`config.mk`:
```
export PLATFORM = sky130hd
export DESIGN_NAME = lower_lru_way_finder
export DESIGN_NICKNAME = d
export VERILOG_FILES = /design/src/rtl/lower_lru_way_finder.sv
export SDC_FILE = /design/constraint.sdc
export NUM_CORES = 1
export LEC_CHECK = 0
export ABC_AREA = 1
export CAP_MARGIN = 30
export CELL_PAD_IN_SITES_DETAIL_PLACEMENT = 1
export CELL_PAD_IN_SITES_GLOBAL_PLACEMENT = 2
export CORE_MARGIN = 2
export CORE_UTILIZATION = 11
export DETAILED_ROUTE_END_ITERATION = 8
export PLACE_DENSITY = 0.74
export SLEW_MARGIN = 25
export SYNTH_ARGS = -nofsm -noshare
export SYNTH_HDL_FRONTEND = slang
export SYNTH_SLANG_ARGS = --single-unit
export TNS_END_PERCENT = 5
```
`constraint.sdc`:
```
create_clock -name clk -period 0.8 [get_ports clk]
set_input_delay 0.08 -clock clk [delete_from_list [all_inputs] [get_ports clk]]
set_output_delay 0.08 -clock clk [all_outputs]
set_load 0.1 [all_outputs]
```
`src/rtl/lower_lru_way_finder.sv`:
```
// -----------------------------------------------------------------------------
// lower_lru_way_finder
//
// Picks a victim way for one cache set from a per-way "recently used" bit
// vector. The victim is the lowest-numbered way whose LRU bit is 0. The block
// also produces the updated LRU vector for an access to that set. A registered
// copy of the victim result is captured on a sample strobe.
//
// Parameters
//   WAYS   number of cache ways (2..16)
//   IDX_W  way-index width, defaults to clog2(WAYS). It may be widened so that
//          access_way can carry out-of-range indices, which are then ignored.
//
// Ports
//   clk                      clock, rising edge
//   rst_n                    asynchronous active-low reset
//   current_lru   [WAYS]     per-way LRU bits, 1 = recently used
//   lru_valid                sample strobe for the registered result
//   way_offset_lower_lru_way [IDX_W] combinational victim index
//   all_used                 combinational flag, every way recently used
//   reg_way_offset [IDX_W]   registered victim index
//   reg_all_used             registered all_used
//   reg_valid                lru_valid delayed one cycle
//   access_valid             a way of this set is being accessed
//   access_way    [IDX_W]    index of the accessed way
//   next_lru      [WAYS]     combinational updated LRU vector
// -----------------------------------------------------------------------------
module lower_lru_way_finder #(
   parameter int WAYS  = 2,
   parameter int IDX_W = (WAYS > 1) ? $clog2(WAYS) : 1
) (
   input  logic             clk,
   input  logic             rst_n,
   input  logic [WAYS-1:0]  current_lru,
   input  logic             lru_valid,
   output logic [IDX_W-1:0] way_offset_lower_lru_way,
   output logic             all_used,
   output logic [IDX_W-1:0] reg_way_offset,
   output logic             reg_all_used,
   output logic             reg_valid,
   input  logic             access_valid,
   input  logic [IDX_W-1:0] access_way,
   output logic [WAYS-1:0]  next_lru
);

   logic [IDX_W-1:0] victim_idx;
   logic [WAYS-1:0]  access_onehot;
   logic             access_in_range;

   // Scan from the top down so the last assignment wins with the lowest
   // free index. If no bit is clear the index stays at 0.
   always_comb begin
      victim_idx = '0;
      for (int i = WAYS - 1; i >= 0; i--) begin
         if (!current_lru[i]) begin
            victim_idx = IDX_W'(i);
         end
      end
   end

   assign way_offset_lower_lru_way = victim_idx;
   assign all_used                 = &current_lru;

   // One-hot decode of the accessed way. An index at or beyond WAYS decodes
   // to all zeros and is treated as no access.
   always_comb begin
      access_onehot = '0;
      for (int i = 0; i < WAYS; i++) begin
         access_onehot[i] = (int'(access_way) == i);
      end
   end

   assign access_in_range = (int'(access_way) < WAYS);
   assign next_lru        = (access_valid && access_in_range) ? access_onehot
                                                              : current_lru;

   // Registered copy of the victim result; holds between samples.
   always_ff @(posedge clk or negedge rst_n) begin
      if (!rst_n) begin
         reg_way_offset <= '0;
         reg_all_used   <= 1'b0;
         reg_valid      <= 1'b0;
      end else begin
         reg_valid <= lru_valid;
         if (lru_valid) begin
            reg_way_offset <= victim_idx;
            reg_all_used   <= all_used;
         end
      end
   end

endmodule

```
==> flow_summary.ini, run 1 <==
[synthesis]
ys.warnings.count = 0
netlist.area_leader.share_pct = 50.8
ys_ff_latch = 3
avgSynthCellArea_um2 = 7.38
syn_inst = 20
yosysUniqueCellTypes = 8
yosysTopAreaCell = dfrtp_1
yosys-top-cells-area = dfrtp_1, nand2_1, inv_1, nand3_1, o21ai_2
syn-num-nets = 27
syn_area_um2 = 148
synth-seq-area-share_pct = 50.8

[cells_and_area]
fillers = 158
fin_area_um2 = 443
drive_above_1_share_pct = 59.5
antenna_cells = 0
syn2layout_area_growth_pct = 200
nNetsFinal = 50

[critical_path]
reg2regPathDepth = 3
worstPathCellList = buf_12
worstPathRequired_ns = 0.72
critPathCaptureType = output pin
path_delay_family = flip-flops
slowest_stage = dfrtp_2
worstPathArrival_ns = 0.82
slowest_delay_ns = 0.42
r2r_setup_slack_ns = 0.02
path_class = reg -> out
path_buf_inv = 1
worstSetupStartpointType = flip-flop
reg2reg_from = reg_way_offset$_DFFE_PN0P_
r2r-end = reg_way_offset$_DFFE_PN0P_
cp_max_fo = 2

[power]
p_per_area_mw_per_mm2 = 1840
p_leak_uw = 0.000222
ir_drop_uv = 648

[timing]
setup_viol = 4
clock.fmax_mhz = 1110
rsz0062_at_grt = true
fin_ws_ns = -0.100
slew_headroom_pct = 89.8
fin_crit_ns = 0.900
period_share_pct = 113
finClkSkew_ns = 0
worstMarginPinSlew_ns = 0.153
hold_violations = 0
maxSlewViolCount = 0

[clock_network]
postCtsHoldBufs = 0
cts-buffers-inserted = 3
h-tree-depth = 1
root_buffer = clkbuf_4
clk_path_buf_depth = 2
clk_latency_ns = 0.23
cts_tree = built
clkTransAtPathRegs_ns = 0.04
clock_sinks = 3

[run_status]
outcome = complete, but fails checks
violations = setup timing

[global_route]
grt-ovfl-total = 0
grt_max_degree = 5
grt_pass1_wl_um = 938
grtUsageTotal_pct = 9.40
grt_pass1_vias = 236
antenna_found_initial = 0

[worst_hold_path]
holdCritPathClass = in -> async

[job]
max-cap-violations = 0

[floorplan]
io_pins = 14
start_util_pct = 11.6
rows = 13
core_area_mm2 = 0.00127
die-area_mm2 = 0.00165
die_w_um = 40.6
die_h_um = 40.6

[drt]
drt_wl_total_um = 604
vias_per_cell = 3.65
initialDrtViolationCount = 0
route.antenna.remaining_nets = 0
drc = 0
dr.pass1.iters = 1
post_drt_wl_per_cell_um = 10.6
route.vias.total = 208

[place]
postPlaceCellArea_um2 = 413
dp_slack_ns = -0.406
numPortBuffers = 13
gp_congestion = 0.615
[final cells by class]
cell class              count  area (um^2)  share of cell area, %
well taps                  15         18.8                   4.24
flip-flops and latches      3         77.6                   17.5
repair buffers             18          226                   51.1
clock buffers               4         26.3                   5.93
multi-input cells          12         75.1                   16.9
inverters                   5         18.8                   4.24
[state kept, by name, indices dropped and copies added (netlist names)]
| name | count |
|---|---|
| reg_way_offset | 1 |
| reg_valid | 1 |
| reg_all_used | 1 |
[worst max path at each step]
stage                               start        endpoint  slack [ns]  cells past startpoint
2_1_floorplan              current_lru[0]     next_lru[0]       -0.19                      2
3_3_place_gp                 access_valid     next_lru[1]       -0.33                      4
3_5_place_dp                 access_valid     next_lru[1]       -0.41                      4
4_1_cts        reg_way_offset$_DFFE_PN0P_  reg_way_offset       -0.11                      1
5_1_grt        reg_way_offset$_DFFE_PN0P_  reg_way_offset       -0.13                      1
6_report         reg_all_used$_DFFE_PN0P_    reg_all_used       -0.10                      1
[synthesized netlist by cell type]
library cell  n
o21ai_1       1
inv_1         4
nand2_1       7
dfrtp_1       3
nor2_1        1
inv_2         1
o21ai_2       1
nand3_1       2
[cell families after synthesis]
| logic type | share of synthesized area [%] |
|---|---|
| buf+inv | 12.7 |
| simple gates | 27.1 |
| compound gates | 9.32 |
| flops | 50.8 |
[metal layers]
layer	GRT usage, %	wire, um	vias to the layer above
li1	-	-	102
met1	7.92	191	95
met2	18.7	362	11
met3	1.63	50	0
met4	7.50	0	0
met5	0	0	-
[cell usage in the layout, fill, tap and decap left out]
cell and instances:
o21ai_2 1, nand3_1 2, dfrtp_1 1, nor2_4 1, inv_2 2, nand2_2 1
buf_4 5, clkbuf_1 1, nand2_1 6, clkdlybuf4s15_1 1, clkdlybuf4s50_1 2, buf_12 7
dlygate4sd2_1 1, clkbuf_4 3, dfrtp_2 2, o21ai_4 1, buf_2 2, inv_1 3
[repair_timing]
item	CTS	global route
setup buffers	0	1
setup endpoints to repair	8	7
pin swaps	1	2
gates resized for setup	11	3
[where the power goes]
part	leakage (uW)	switching (uW)	internal, uW	total, uW
registers	0.0000349	10.9	165	176
clock network	0.0000150	75.4	187	262
logic	0.000172	238	140	378
total	0.000222	324	491	816
[through the flow]
stage               cells  power [uW]  TNS, ns  hold WS (ns)  utilization, %
global placement       52         547    -1.57         0.266            32.5
detailed placement     52         557    -1.72         0.272            32.5
floorplan              20         377   -0.694        -0.216               -
finish                 57         816   -0.282        0.0266            34.9
CTS                    56         834   -0.360        0.0200            35.2
global route           57         874   -0.447        0.0145            34.9
No activity file was read; power rests on OpenSTA's default activity.
==> run 2, diff against run 1 <==
ABC_CLOCK_PERIOD_IN_PS = 800   (was not set)
==> results of run 2 <==
Final layout, timing and power as in run 1 (identical DEF).
